[config.mk]
export PLATFORM = sky130hd
export DESIGN_NAME = jsilicon_core
export DESIGN_NICKNAME = d
export VERILOG_FILES = /design/src/rtl/jsilicon_pkg.sv /design/src/rtl/jsilicon_regfile.sv /design/src/rtl/jsilicon_core.sv
export SDC_FILE = /design/constraint.sdc
export NUM_CORES = 1
export LEC_CHECK = 0
export CAP_MARGIN = 20
export CORE_ASPECT_RATIO = 0.9
export CORE_UTILIZATION = 55
export CTS_BUF_LIST = sky130_fd_sc_hd__clkbuf_4 sky130_fd_sc_hd__clkbuf_8
export CTS_CLUSTER_DIAMETER = 50
export DETAILED_ROUTE_END_ITERATION = 8
export PLACE_DENSITY = 0.72
export SLEW_MARGIN = 10
export SYNTH_ARGS = -nofsm -noshare
export SYNTH_HDL_FRONTEND = slang
export SYNTH_SLANG_ARGS = --single-unit
[constraint.sdc]
create_clock -name clock -period 5.9 [get_ports clock]
set_input_delay 1.18 -clock clock [delete_from_list [all_inputs] [get_ports clock]]
set_output_delay 1.18 -clock clock [all_outputs]
set_load 0.03 [all_outputs]
[src/rtl/jsilicon_pkg.sv]
// jsilicon_pkg: opcodes, FSM states and instruction field offsets shared by the core
package jsilicon_pkg;
   localparam logic [3:0] OP_NOP  = 4'h0;
   localparam logic [3:0] OP_LDI  = 4'h1;
   localparam logic [3:0] OP_ADD  = 4'h2;
   localparam logic [3:0] OP_SUB  = 4'h3;
   localparam logic [3:0] OP_AND  = 4'h4;
   localparam logic [3:0] OP_OR   = 4'h5;
   localparam logic [3:0] OP_XOR  = 4'h6;
   localparam logic [3:0] OP_MUL  = 4'h7;
   localparam logic [3:0] OP_OUT  = 4'h8;
   localparam logic [3:0] OP_JMP  = 4'h9;
   localparam logic [3:0] OP_JZ   = 4'hA;
   localparam logic [3:0] OP_HALT = 4'hF;
   localparam int OP_LSB = 12;
   localparam int RD_LSB = 8;
   localparam int RS_LSB = 4;
   typedef enum logic [2:0] {S_IDLE, S_FETCH, S_DECODE, S_EXEC, S_OUT, S_HALT} state_t;
endpackage

[src/rtl/jsilicon_regfile.sv]
// jsilicon_regfile: NREGS x DATA_W register file, two async read ports, one sync write port
module jsilicon_regfile #(
   parameter int DATA_W = 8,
   parameter int NREGS = 4,
   localparam int RSEL_W = $clog2(NREGS)
) (
   input  logic              clock,
   input  logic              reset,
   input  logic              wr_en,
   input  logic [RSEL_W-1:0] wr_sel,
   input  logic [DATA_W-1:0] wr_data,
   input  logic [RSEL_W-1:0] sel_a,
   input  logic [RSEL_W-1:0] sel_b,
   output logic [DATA_W-1:0] data_a,
   output logic [DATA_W-1:0] data_b
);
   logic [DATA_W-1:0] regs [NREGS];
   // clear every register on reset, otherwise write the selected one
   always_ff @(posedge clock)
      if (reset) for (int i = 0; i < NREGS; i++) regs[i] <= '0;
      else if (wr_en) regs[wr_sel] <= wr_data;
   assign data_a = regs[sel_a];
   assign data_b = regs[sel_b];
endmodule

[src/rtl/jsilicon_core.sv]
// jsilicon_core: multi-cycle CPU core with program RAM, register file and valid/ready result port
module jsilicon_core import jsilicon_pkg::*; #(
   parameter int DATA_W = 8,
   parameter int NREGS = 4,
   parameter int PROG_DEPTH = 16,
   localparam int RSEL_W = $clog2(NREGS),
   localparam int ADDR_W = $clog2(PROG_DEPTH)
) (
   input  logic              clock,
   input  logic              reset,
   input  logic              ena,
   input  logic              run,
   input  logic              prog_we,
   input  logic [ADDR_W-1:0] prog_addr,
   input  logic [15:0]       prog_wdata,
   output logic              tx_valid,
   input  logic              tx_ready,
   output logic [DATA_W-1:0] tx_data,
   output logic [ADDR_W-1:0] pc_out,
   output logic              busy,
   output logic              halted,
   output logic              zero_flag
);
   state_t state;
   logic [15:0] mem [PROG_DEPTH];
   logic [ADDR_W-1:0] pc;
   logic [3:0] op;
   logic [RSEL_W-1:0] rd;
   logic [7:0] imm;
   logic [DATA_W-1:0] a, b, alu, ra_data, rb_data;
   logic parked, alu_op, jump, wr_en;
   assign parked = state == S_IDLE || state == S_HALT;
   assign alu_op = op >= OP_ADD && op <= OP_MUL;
   assign jump = op == OP_JMP || (op == OP_JZ && a == '0);
   assign wr_en = ena && state == S_EXEC && (op == OP_LDI || alu_op);
   // operands a/b are latched in decode, so JZ sees rd before this instruction
   always_comb
      alu = op == OP_ADD ? a + b :
            op == OP_SUB ? a - b :
            op == OP_AND ? a & b :
            op == OP_OR  ? a | b :
            op == OP_XOR ? a ^ b : a * b;
   jsilicon_regfile #(.DATA_W(DATA_W), .NREGS(NREGS)) u_regs (
      .clock(clock), .reset(reset), .wr_en(wr_en), .wr_sel(rd),
      .wr_data(op == OP_LDI ? DATA_W'(imm) : alu),
      .sel_a(rd), .sel_b(imm[RS_LSB +: RSEL_W]), .data_a(ra_data), .data_b(rb_data)
   );
   // program RAM is writable only while the core is parked and enabled
   always_ff @(posedge clock)
      if (reset) for (int i = 0; i < PROG_DEPTH; i++) mem[i] <= '0;
      else if (ena && prog_we && parked) mem[prog_addr] <= prog_wdata;
   // control FSM: fetch, decode, execute, optional output handshake
   always_ff @(posedge clock)
      if (reset) begin
         state <= S_IDLE;
         pc <= '0;
         op <= OP_NOP;
         rd <= '0;
         imm <= '0;
         a <= '0;
         b <= '0;
         tx_valid <= 1'b0;
         tx_data <= '0;
         zero_flag <= 1'b0;
      end else if (ena) begin
         case (state)
            S_IDLE, S_HALT: if (run) begin
               state <= S_FETCH;
               pc <= '0;
            end
            S_FETCH: begin
               op <= mem[pc][OP_LSB +: 4];
               rd <= mem[pc][RD_LSB +: RSEL_W];
               imm <= mem[pc][7:0];
               state <= S_DECODE;
            end
            S_DECODE: begin
               a <= ra_data;
               b <= rb_data;
               state <= S_EXEC;
            end
            S_EXEC: begin
               pc <= jump ? imm[ADDR_W-1:0] : pc + ADDR_W'(1);
               if (alu_op) zero_flag <= alu == '0;
               if (op == OP_OUT) begin
                  tx_valid <= 1'b1;
                  tx_data <= b;
                  state <= S_OUT;
               end else state <= op == OP_HALT ? S_HALT : S_FETCH;
            end
            S_OUT: if (tx_ready) begin
               tx_valid <= 1'b0;
               state <= S_FETCH;
            end
            default: state <= S_IDLE;
         endcase
      end
   assign pc_out = pc;
   assign busy = !parked;
   assign halted = state == S_HALT;
endmodule

Word level (Yosys, flattened, before mapping):

Memory sizes are Yosys's and may differ from the RTL's. A register that Yosys moved wholly into a read port is not among the register bits.
Index checks and enable logic that the tools add are counted.
Widths: inputs -> output; s select.

* memories: 2
* logic and storage cells: 90
* register bits after elaboration: 17
* output and inout bits: 16
* input bits: 26
* RAM bits: 288

Memories
* mem: depth 16, bits a word 16, read ports 1, clocked after Yosys merged registers in 1, write ports 16, line jsilicon_core.sv:25 `logic [15:0] mem [PROG_DEPTH];`
* u_regs.regs: depth 4, bits a word 8, read ports 2, clocked after Yosys merged registers in 2, write ports 4, line jsilicon_regfile.sv:17 `logic [DATA_W-1:0] regs [NREGS];`

* multiplexer cells: 31
* magnitude comparators: 2
* reduce and logical (&&, ||, !) cells: 25
* eq/ne operators: 18
* add/subtract/negate cells: 3
* bitwise logic cells: 3
* multipliers: 1

Operators with widths (number)
* $mux 8: 7
* $eq 4x4->1 const B: 4
* $logic_not 8->1: 2
* $mux 16: 1
* $reduce_or 16->1: 1
* $pmux 3 s5: 1
* $eq 4x3->1 const B: 3
* $mux 1: 12
* $mux 3: 4
* $mux 4: 3
* $reduce_and 3->1: 4
* $add 8x8->8: 1
* $and 8x8->8: 1
* $eq 4x2->1 const B: 2
* $mul 8x8->8: 1
* $or 8x8->8: 1
* $pmux 4 s2: 1
* $reduce_or 8->1: 1
* $sub 8x8->8: 1
* $xor 8x8->8: 1
* $eq 3x2->1 const B: 2
* $eq 3x3->1 const B: 2
* $logic_and 1x1->1: 6
* $add 4x1->4 const B: 1
* other kinds (15): 20

Depth between registers and ports, before layout:

Gate-level depths: netlist of run 1.

* depth after elaboration: 9
* mapped depth: 17
* depth with buffers taken out: 17

Hierarchy:

Synthesis of run 1 repeated with hierarchy kept, for this count alone.

* cell total of the unflattened synthesis: 1249
* area total of the unflattened synthesis: 15833.9 um^2

By module, submodules not included
* jsilicon_core: times used 1, cells each 1155, area an instance 14162.3 um^2
* jsilicon_regfile: times used 1, cells each 94, area an instance 1671.6 um^2

Worst setup path before layout of run 1:

No wires, ideal clock.

* path kind: register to register
* start: register a[3] (read register of u_regs.regs)
* end: memory u_regs.regs[0][7] (data pin)
* setup time: 0.266 ns
* clock period less this slack: 4.181 ns
* stages on the path, launching flop included: 16
* arrival: 3.915 ns
* buffers on the path: 0
* path slack: 1.719 ns
* path through: dfxtp_1 > nand2_1 > fa_1 > fa_1 > inv_1 > fa_1 > inv_1 > fa_1 > inv_1 > ha_1 > a21oi_1 > xnor3_1 > xnor3_1 > o21ai_1 > and3_4 > nor3_1

RTL lines
* from (decl): line jsilicon_core.sv:30 `logic [DATA_W-1:0] a, b, alu, ra_data, rb_data;`
* to (decl): line jsilicon_regfile.sv:17

==> run metrics, run 1 <==
Critical Path RT 6.21 ns; kind of critical path reg -> reg; synth top area cells edfxtp_1, mux4_2, and2_1; total gr overflow 0; via count roughly 10,000; detailed-router iteration count before antenna repair 6; die area about 30,000 um^2; CTS tree built; VDD IR max around 0.00017 V; Max FO, Critical Path 8; clock buffer depth 3; Initial Util 0.565; Post-synth top cells edfxtp_1, and2_1, nand2_1; fill count roughly 2,200; Seq/Total Area, Yosys 0.543; GRT Total Usage 0.267; worst rel slew slack 0.365; die height 163 um; DP Worst Slack between 1 and 1.5 ns; number of flops mapped to enable cells by yosys roughly 260; first-pass GRT wire length between 50,000 and 60,000 um; largest net degree at the start of global routing 57; Critical R2R Capture u_regs.regs[2][7]; XOR/XNOR Fraction of Synth Area 0.0127; top sig layer met4; largest family of logic cells by synthesized area simple AND/OR/NAND/NOR gates; critical path arrival about 5.1 ns; placed cell count ~1,600; # setup viols final 0; iteration-0 DRC count of the detailed router between 1,000 and 1,500; num rows 58; Final Wtd Congestion between 0.9 and 1; Syn Nets ~1,400; # H-tree levels 2; leading area contributor after synthesis edfxtp_1; root buffer cell clkbuf_8; Pleak approximately 6.4 nW; Post-Syn Area 15,900 um^2; Mapped Cells ~1,300; Total Wirelength between 30,000 and 40,000 um; Seq cells post-synth a little over 300; Antenna Cells 0; Met3 Wirelength around 3200 um; Pwr per Cell Area ~260 nW/um^2; CP Capture Type register; post-synthesis simple-gate area fraction 0.177; number of port buffers 39; share of layout cells above drive strength 1 0.174; cts repair resizes 0; wire per inst between 20 and 25 um; worst reg-to-reg path cell count 17; Hold Crit Depth 2; min cycle time layout 4.84 ns; Worst-Skew Late Latency around 0.60 ns; Post-CTS Setup Bufs 0; fin crit share 0.820; Worst Hold End imm[6]; initial antenna violation count 0; post-synthesis async set-or-reset flop share 0; total power around 0.0046 W; Worst Hold Class reg -> reg; clock sink total a little over 300; Max-cap violations 0; Netlist cell types 74; vias in the first global route between 10,000 and 15,000; unrepaired setup endpoints after global routing false; CTS Hold Bufs 0; io pins between 40 and 50; outcome finished clean; Synth top area share 0.484; post-synthesis adder-cell area fraction 0.0491; Max Fclk about 210 MHz; Synth Area in Compound Gates 0.0529; vias per inst 5.95; measured slew at the worst slew-check pin 0.952 ns; Final Hold Viols 0; die width around 180 um; cts bufs inserted 51; DRC 0; clk slew on worst S/H paths 0.06 ns; ANT nets after route 0; count of pins over their slew limit 0; mux contribution to synthesized area 0.127; r2r setup slk 1.06 ns; cell with the most instances after synthesis edfxtp_1; area added between synthesis and finish 10.4%; fin worst setup slack approximately 1.1 ns; Finished Layout Cells 1,695; Setup TNS 0 ns; Yosys warnings 0; metal1 wirelength 16,700 um; Synth Area per Inst about 13 um^2; core region area between 20,000 and 30,000 um^2; reg-to-reg startpoint a[2]; crit start category register; ys flop type edfxtp_1; Clock Skew about 0.032 ns; hpwl dp about 26,000 um; metal2 WL about 18,000 um; hold path start imm[6]; Final nets around 1,400
-- per-layer routing --
layer,up-vias,global-route usage
met4,0,0.0755
met5,-,0
met2,393,0.412
li1,4586,-
met1,5042,0.387
met3,60,0.0513
-- worst max path at each step --
| stage | start | to | slack (ns) | cells past startpoint |
|---|---|---|---|---|
| 2_1_floorplan | a[3] | u_regs.regs[0][7] | 1.72 | 15 |
| 3_3_place_gp | a[2] | u_regs.regs[0][7] | 1.22 | 17 |
| 3_5_place_dp | a[2] | u_regs.regs[2][7] | 1.16 | 17 |
| 4_1_cts | a[2] | u_regs.regs[2][7] | 1.11 | 17 |
| 5_1_grt | a[2] | u_regs.regs[2][7] | 0.87 | 17 |
| 6_report | a[2] | u_regs.regs[2][7] | 1.06 | 17 |
-- cell type report --
type / count / area (um^2) / share of cell area
repair buffers: 59 / 536 / 0.0305
inverters: 58 / 218 / 0.0124
multi-input cells: 824 / 6660 / 0.379
flip-flops and latches: 303 / 8630 / 0.492
well taps: 360 / 450 / 0.0257
clock buffers: 81 / 965 / 0.0550
clock inverters: 10 / 87.6 / 0.00499
-- critical path, cell delays in order, from the launching register on --
cell,delay (ns)
dfxtp_1,0.52
ha_1,0.34
inv_1,0.11
fa_1,0.38
inv_1,0.08
fa_1,0.41
ha_1,0.29
inv_1,0.04
fa_1,0.47
inv_1,0.04
ha_1,0.31
a21o_1,0.17
a21oi_1,0.27
xnor3_1,0.26
xnor3_1,0.43
o21ai_1,0.16
and3_4,0.24
nor3_1,0.06
-- registers in the layout (all words and copies together), names as in the netlist --
signal       cells
tx_data          8
rd               2
op               4
pc_out           4
zero_flag        1
u_regs.regs     32
b                8
tx_valid         1
a                8
state            3
mem            224
imm              8
-- logic make-up (layout without fill, tap and decap cells) --
group	count (synthesis)	in the layout
and+or+nand+nor	520	520
adders and majority gates	54	54
xor gates and xnor gates	19	19
AOI/OAI and AO/OA	136	136
muxes	95	95
DFF	303	303
buffers and inverters	143	208
-- through the flow --
step                       util  instance area (um^2)  hold slack [ns]
after floorplan               -                 15900            0.436
after global placement    0.586                 16500            0.450
after detailed placement  0.586                 16500            0.451
after CTS                 0.623                 17500            0.465
after global routing      0.623                 17500            0.491
final                     0.623                 17500            0.462
-- where the power goes --
group          switching (W)  total [W]  internal (W)
sequential         0.0000407    0.00243       0.00239
combinational       0.000169   0.000266     0.0000976
clock               0.000846    0.00193       0.00108
-- layout by cell type, fill, tap and decap left out, types with 4 or more instances in the layout --
master           Yosys  routed
nor4_1               5       5
nor3_2               5       5
a31oi_1              4       4
o21ai_1              5       5
a211oi_1             5       5
nor2b_1             11      11
and2_1             227     227
nand2b_1            11      11
a21oi_1             67      67
mux4_2              86      86
edfxtp_1           256     256
inv_1               57      57
clkdlybuf4s50_1      0      38
ha_1                40      40
clkbuf_4             0      24
o21bai_1             5       5
clkbuf_8             0      57
or3_1                5       5
a21o_1               6       6
nand3_1              7       7
nor3_1              10      10
nand2_1            102     102
xnor2_1             14      14
o21ai_0             12      12
buf_4                3      20
dfxtp_1             47      45
or2_2               18      18
fa_1                14      14
nor2_1              94      94
mux2i_1              9       9
clkinv_1             0       4
Power figures use the tool's default switching activity.
==> inputs of run 2 (changes only) <==
==> constraint.sdc (replaced) <==
create_clock -name clock -period 4.6 [get_ports clock]
set_input_delay 0.92 -clock clock [delete_from_list [all_inputs] [get_ports clock]]
set_output_delay 0.92 -clock clock [all_outputs]
set_load 0.03 [all_outputs]
==> run metrics, run 2 (same netlist as run 1, synthesis figures left out) <==
die area 29,600 um^2 (unchanged); fin worst setup slack 0.287 ns (-0.776 ns); biggest regs mem x224, u_regs.regs x32; number of port buffers 39 (unchanged); CTS tree built; iteration-0 DRC count of the detailed router 889 (-13%); Pwr per Cell Area 325 nW/um^2 (+23%); Setup crit end u_regs.regs[2][7]; CP Capture Type register; leading cell type in the layout, fill and taps excluded edfxtp_1; clk slew on worst S/H paths 0.06 ns (about the same); # H-tree levels 2 (unchanged); switching part of the total 0.239 (+0.0103); fin crit share 0.938 (+0.118); fill count 2,210 (+1.5%); most frequent cells in the layout edfxtp_1, and2_1, nand2_1, nor2_1, mux4_2; Hold Crit Depth 2 (unchanged); Antenna Cells 0 (unchanged); Net Sw Power 0.00136 W (+29%); clock buffer depth 3 (unchanged); count of pins over their slew limit 0 (unchanged); Critical Path RT 4.92 ns (-1.29 ns); area added between synthesis and finish 10.6%; hpwl dp 25,800 um (+0.90%); total power 0.00571 W (+24%); min cycle time layout 4.31 ns (-0.524 ns); critical path arrival 4.63 ns (-0.51 ns); die width 181 um (unchanged); Int Pwr 0.00435 W (+22%); DP Worst Slack -0.00576 ns (-1.17 ns); Max FO, Critical Path 6 (-2); via count 10,100 (+0.18%); Clock Skew 0.0271 ns (-0.00509 ns); die height 163 um (unchanged); Final Hold Viols 0 (unchanged); # setup viols final 0 (unchanged); r2r setup slk 0.29 ns (-0.78 ns); placed cell count 1,621 (+1.1%); Biggest register mem; detailed-router iteration count before antenna repair 5 (-1); initial antenna violation count 2 (+2); Total Wirelength 38,200 um (-0.40%); GRT Total Usage 0.267 (+0.000782); measured slew at the worst slew-check pin 0.918 ns (-0.0341 ns); cts bufs inserted 49 (-3.9%); combinational share of power 0.061 (+0.003); crit start category register; share of layout cells above drive strength 1 0.182 (+0.00804); first-pass GRT wire length 58,400 um (-0.37%); Clock Power Share 0.394 (-0.023); outcome finished clean; Worst-Skew Late Latency 0.58 ns (-0.02 ns); Max-cap violations 0 (unchanged); unrepaired setup endpoints after global routing false; largest net degree at the start of global routing 47 (-18%); VDD IR max 0.000261 V (+54%); vias in the first global route 9,868 (-1.9%); kind of critical path reg -> reg; worst rel slew slack 0.388 (+0.0236); Crit. Startpoint b[2]; root buffer cell clkbuf_8; DRC 0 (unchanged); max reg flops 224 (unchanged); ANT nets after route 0 (unchanged); Final nets 1,392 (+1.1%); reg-to-reg startpoint b[2]; wire per inst 22.3 um (-1.4%); Finished Layout Cells 1,713 (+1.1%); register share of total power 0.544 (+0.019); Post-CTS Setup Bufs 0 (unchanged); clock sink total 303 (unchanged); Worst Hold Class reg -> reg; core region area 28,200 um^2 (unchanged); Pleak 6.45 nW (+0.58%); num rows 58 (unchanged); Final Wtd Congestion 0.920 (-0.45%); vias per inst 5.90 (-0.87%); Initial Util 0.565 (unchanged); worst reg-to-reg path cell count 15 (-2); io pins 42 (unchanged); Max Fclk 232 MHz (+12%); Critical R2R Capture u_regs.regs[2][7]; total gr overflow 0 (unchanged)
==> run 2: layer usage <==
layer | GRT usage | part of all wire | up-vias
met1 | 0.392 | 0.44 | 4993
li1 | - | - | 4617
met2 | 0.398 | 0.44 | 412
met5 | 0 | 0 | -
met3 | 0.0653 | 0.093 | 77
met4 | 0.0767 | 0.027 | 0
==> run 2: cell type report <==
type	count	area, um^2	area share
flip-flops and latches	303	8640	0.491
repair buffers	76	676	0.0384
multi-input cells	824	6660	0.379
inverters	58	218	0.0124
well taps	360	450	0.0256
clock inverters	26	138	0.00782
clock buffers	66	808	0.0459
==> run 2: worst min-delay path by stage <==
| stage | from | end |
|---|---|---|
| 6_report | imm[6] | imm[6] |
| 5_1_grt | imm[7] | imm[7] |
| 4_1_cts | imm[7] | imm[7] |
| 3_5_place_dp | imm[7] | imm[7] |
| 3_3_place_gp | imm[6] | imm[6] |
| 2_1_floorplan | imm[7] | imm[7] |
==> run 2: through the flow <==
| stage | hold slack (ns) | TNS (ns) | cell area, um^2 | utilization |
|---|---|---|---|---|
| floorplan | 0.436 | 0 | 15900 | - |
| detailed placement | 0.452 | -0.0109 | 16600 | 0.591 |
| global placement | 0.447 | 0 | 16600 | 0.591 |
| CTS | 0.460 | 0 | 17600 | 0.624 |
| finish | 0.467 | 0 | 17600 | 0.625 |
| global route | 0.479 | 0 | 17600 | 0.625 |
==> run 2: timing repair <==
| item | 4_1_cts | 5_1_grt |
|---|---|---|
| pin swaps | 0 | 1 |
| resized for setup | 1 | 5 |
| hold buffers | 0 | 0 |
| setup endpoints to repair | 4 | 5 |
| gates cloned | 0 | 0 |
==> run 2: worst max-delay path, cell delays in order, from the launching register on <==
cell and delay (ns):
dfxtp_2 0.41, nand2_1 0.11, fa_1 0.46, fa_1 0.49
inv_1 0.06, fa_1 0.55, inv_1 0.05, fa_1 0.47
inv_1 0.04, ha_1 0.30, a21oi_2 0.17, xnor3_1 0.24
xnor3_1 0.25, o21ai_1 0.15, and3_4 0.23, nor3_1 0.06
==> run 2: power by group through the flow <==
stage               clock network, W  registers (W)  logic, W
global placement                   0        0.00316  0.000342
floorplan                          0        0.00314  0.000229
detailed placement                 0        0.00317  0.000345
global route                 0.00240        0.00312  0.000375
CTS                          0.00228        0.00311  0.000347
finish                       0.00225        0.00311  0.000351
==> inputs of run 3 (changes only) <==
--- a/config.mk
+++ b/config.mk
@@ -6,13 +6,12 @@
 export NUM_CORES = 1
 export LEC_CHECK = 0
 export CAP_MARGIN = 20
-export CORE_ASPECT_RATIO = 0.9
+export CORE_ASPECT_RATIO = 1.2
 export CORE_UTILIZATION = 55
 export CTS_BUF_LIST = sky130_fd_sc_hd__clkbuf_4 sky130_fd_sc_hd__clkbuf_8
 export CTS_CLUSTER_DIAMETER = 50
 export DETAILED_ROUTE_END_ITERATION = 8
 export PLACE_DENSITY = 0.72
-export SLEW_MARGIN = 10
 export SYNTH_ARGS = -nofsm -noshare
 export SYNTH_HDL_FRONTEND = slang
 export SYNTH_SLANG_ARGS = --single-unit
==> run metrics, run 3 (same netlist as run 1, synthesis figures left out) <==
die height 188 um (+15%); crit start category register; outcome finished clean; CP Capture Type register; Pleak 6.43 nW (-0.42%); Antenna Cells 0 (unchanged); Total Wirelength 38,000 um (-0.46%); CTS Hold Bufs 0 (unchanged); clock buffer depth 3 (unchanged); area added between synthesis and finish 10.5%; ANT nets after route 0 (unchanged); initial antenna violation count 1 (-1); measured slew at the worst slew-check pin 0.967 ns (+0.0490 ns); kind of critical path reg -> reg; leading cell type in the layout, fill and taps excluded edfxtp_1; cts bufs inserted 47 (-4.1%); # H-tree levels 2 (unchanged); Critical Path RT 4.91 ns (about the same); Clock Skew 0.0257 ns (-0.00132 ns); Worst Hold Class reg -> reg; max reg flops 224 (unchanged); fill count 2,256 (+2.1%); iteration-0 DRC count of the detailed router 876 (-1.5%); die area 29,600 um^2 (about the same); fin crit share 0.958 (+0.0202); first-pass GRT wire length 58,700 um (+0.53%); wire per inst 22.1 um (-0.87%); area of the multi-input gates 6660 um^2 (unchanged); cts repair resizes 0 (-1); clk slew on worst S/H paths 0.06 ns (about the same); Max Fclk 227 MHz (-2.1%); critical path arrival 4.72 ns (+0.09 ns); Post-CTS Setup Bufs 0 (unchanged); Final Wtd Congestion 0.927 (+0.76%); Finished Layout Cells 1,720 (+0.41%); core region area 28,200 um^2 (about the same); die width 157 um (-13%); FF+latch area 8640 um^2 (about the same); min cycle time layout 4.41 ns (+0.0930 ns); count of pins over their slew limit 0 (unchanged); Worst-Skew Late Latency 0.59 ns (about the same); hpwl dp 26,200 um (+1.7%); CTS tree built; VDD IR max 0.000254 V (-2.7%); Final nets 1,390 (-0.14%); worst rel slew slack 0.355 (-0.0335); vias per inst 5.78 (-2.0%); total gr overflow 0 (unchanged); root buffer cell clkbuf_8; DRC 0 (unchanged); share of layout cells above drive strength 1 0.180 (-0.00136); detailed-router iteration count before antenna repair 5 (unchanged); biggest regs mem x224, u_regs.regs x32; placed cell count 1,640 (+1.2%); # setup viols final 0 (unchanged); Biggest register mem; largest net degree at the start of global routing 66 (+40%); io pins 42 (unchanged); Pwr per Cell Area 322 nW/um^2 (-0.92%); unrepaired setup endpoints after global routing false; most frequent cells in the layout edfxtp_1, and2_1, nand2_1, nor2_1, mux4_2; Final Hold Viols 0 (unchanged); Hold Slack 0.465 ns (-0.00131 ns); Max FO, Critical Path 6 (unchanged); vias in the first global route 10,000 (+1.7%); Max-cap violations 0 (unchanged); Initial Util 0.564 (about the same); via count 9,939 (-1.6%); Setup TNS 0 ns (unchanged); clock sink total 303 (unchanged); num rows 67 (+16%); number of port buffers 39 (unchanged); GRT Total Usage 0.270 (+0.00263)
-- run 3: changes by cell type in the layout (fill, tap and decap cells not counted), moves of 2 or more --
cell,delta
clkinv_1,-8
clkinv_2,-6
inv_6,-2
clkbuf_4,+4
-- run 3: per-stage QoR --
| stage | total power [W] | area [um^2] | worst slack (ns) | util |
|---|---|---|---|---|
| 2_1_floorplan | 0.00337 | 15900 | 0.419 | - |
| 3_3_place_gp | 0.00350 | 16700 | 0.117 | 0.591 |
| 3_5_place_dp | 0.00351 | 16700 | 0.0741 | 0.591 |
| 4_1_cts | 0.00568 | 17600 | 0.0584 | 0.623 |
| 5_1_grt | 0.00583 | 17600 | 0.00336 | 0.624 |
| 6_report | 0.00565 | 17600 | 0.194 | 0.624 |
-- run 3: layout make-up --
class	count	share of cell area
clock buffer	70	0.0477
clock inverter	10	0.00356
inverter	58	0.0124
multi-input combinational	824	0.379
sequential	303	0.492
tap	379	0.0270
timing repair buffer	76	0.0385
-- run 3: power breakdown --
part           switching [W]  total [W]  internal (W)  leakage [nW]
registers          0.0000483    0.00311       0.00306          3.02
logic               0.000215   0.000344      0.000128          2.93
clock network        0.00104    0.00220       0.00116         0.478
-- run 3: path summary, 6_finish.rpt --
check / from / end / slack [ns] / cells after the start
worst max-delay path: b[2] / u_regs.regs[0][7] / 0.19 / 15
worst min-delay path: imm[7] / imm[7] / 0.47 / 2
worst max register to register: b[2] / u_regs.regs[0][7] / 0.19 / 15
worst min register to register: imm[7] / imm[7] / 0.47 / 2
-- run 3: metal layers --
| layer | track usage | vias up | wire length [um] |
|---|---|---|---|
| li1 | - | 4601 | - |
| met5 | 0 | - | 0 |
| met3 | 0.0345 | 64 | 2150 |
| met4 | 0.0866 | 0 | 997 |
| met1 | 0.381 | 5000 | 16100 |
| met2 | 0.437 | 274 | 18700 |
-- run 3: critical path, cell delays in order, from the launching register on --
cell and delay (ns):
dfxtp_2 0.39, nand2_1 0.09, fa_1 0.44, fa_1 0.49, inv_1 0.05, fa_1 0.52
inv_1 0.05, fa_1 0.48, inv_1 0.05, ha_1 0.31, a21oi_2 0.18, xnor3_1 0.23
xnor3_1 0.41, o21ai_1 0.14, and3_4 0.23, nor3_1 0.05
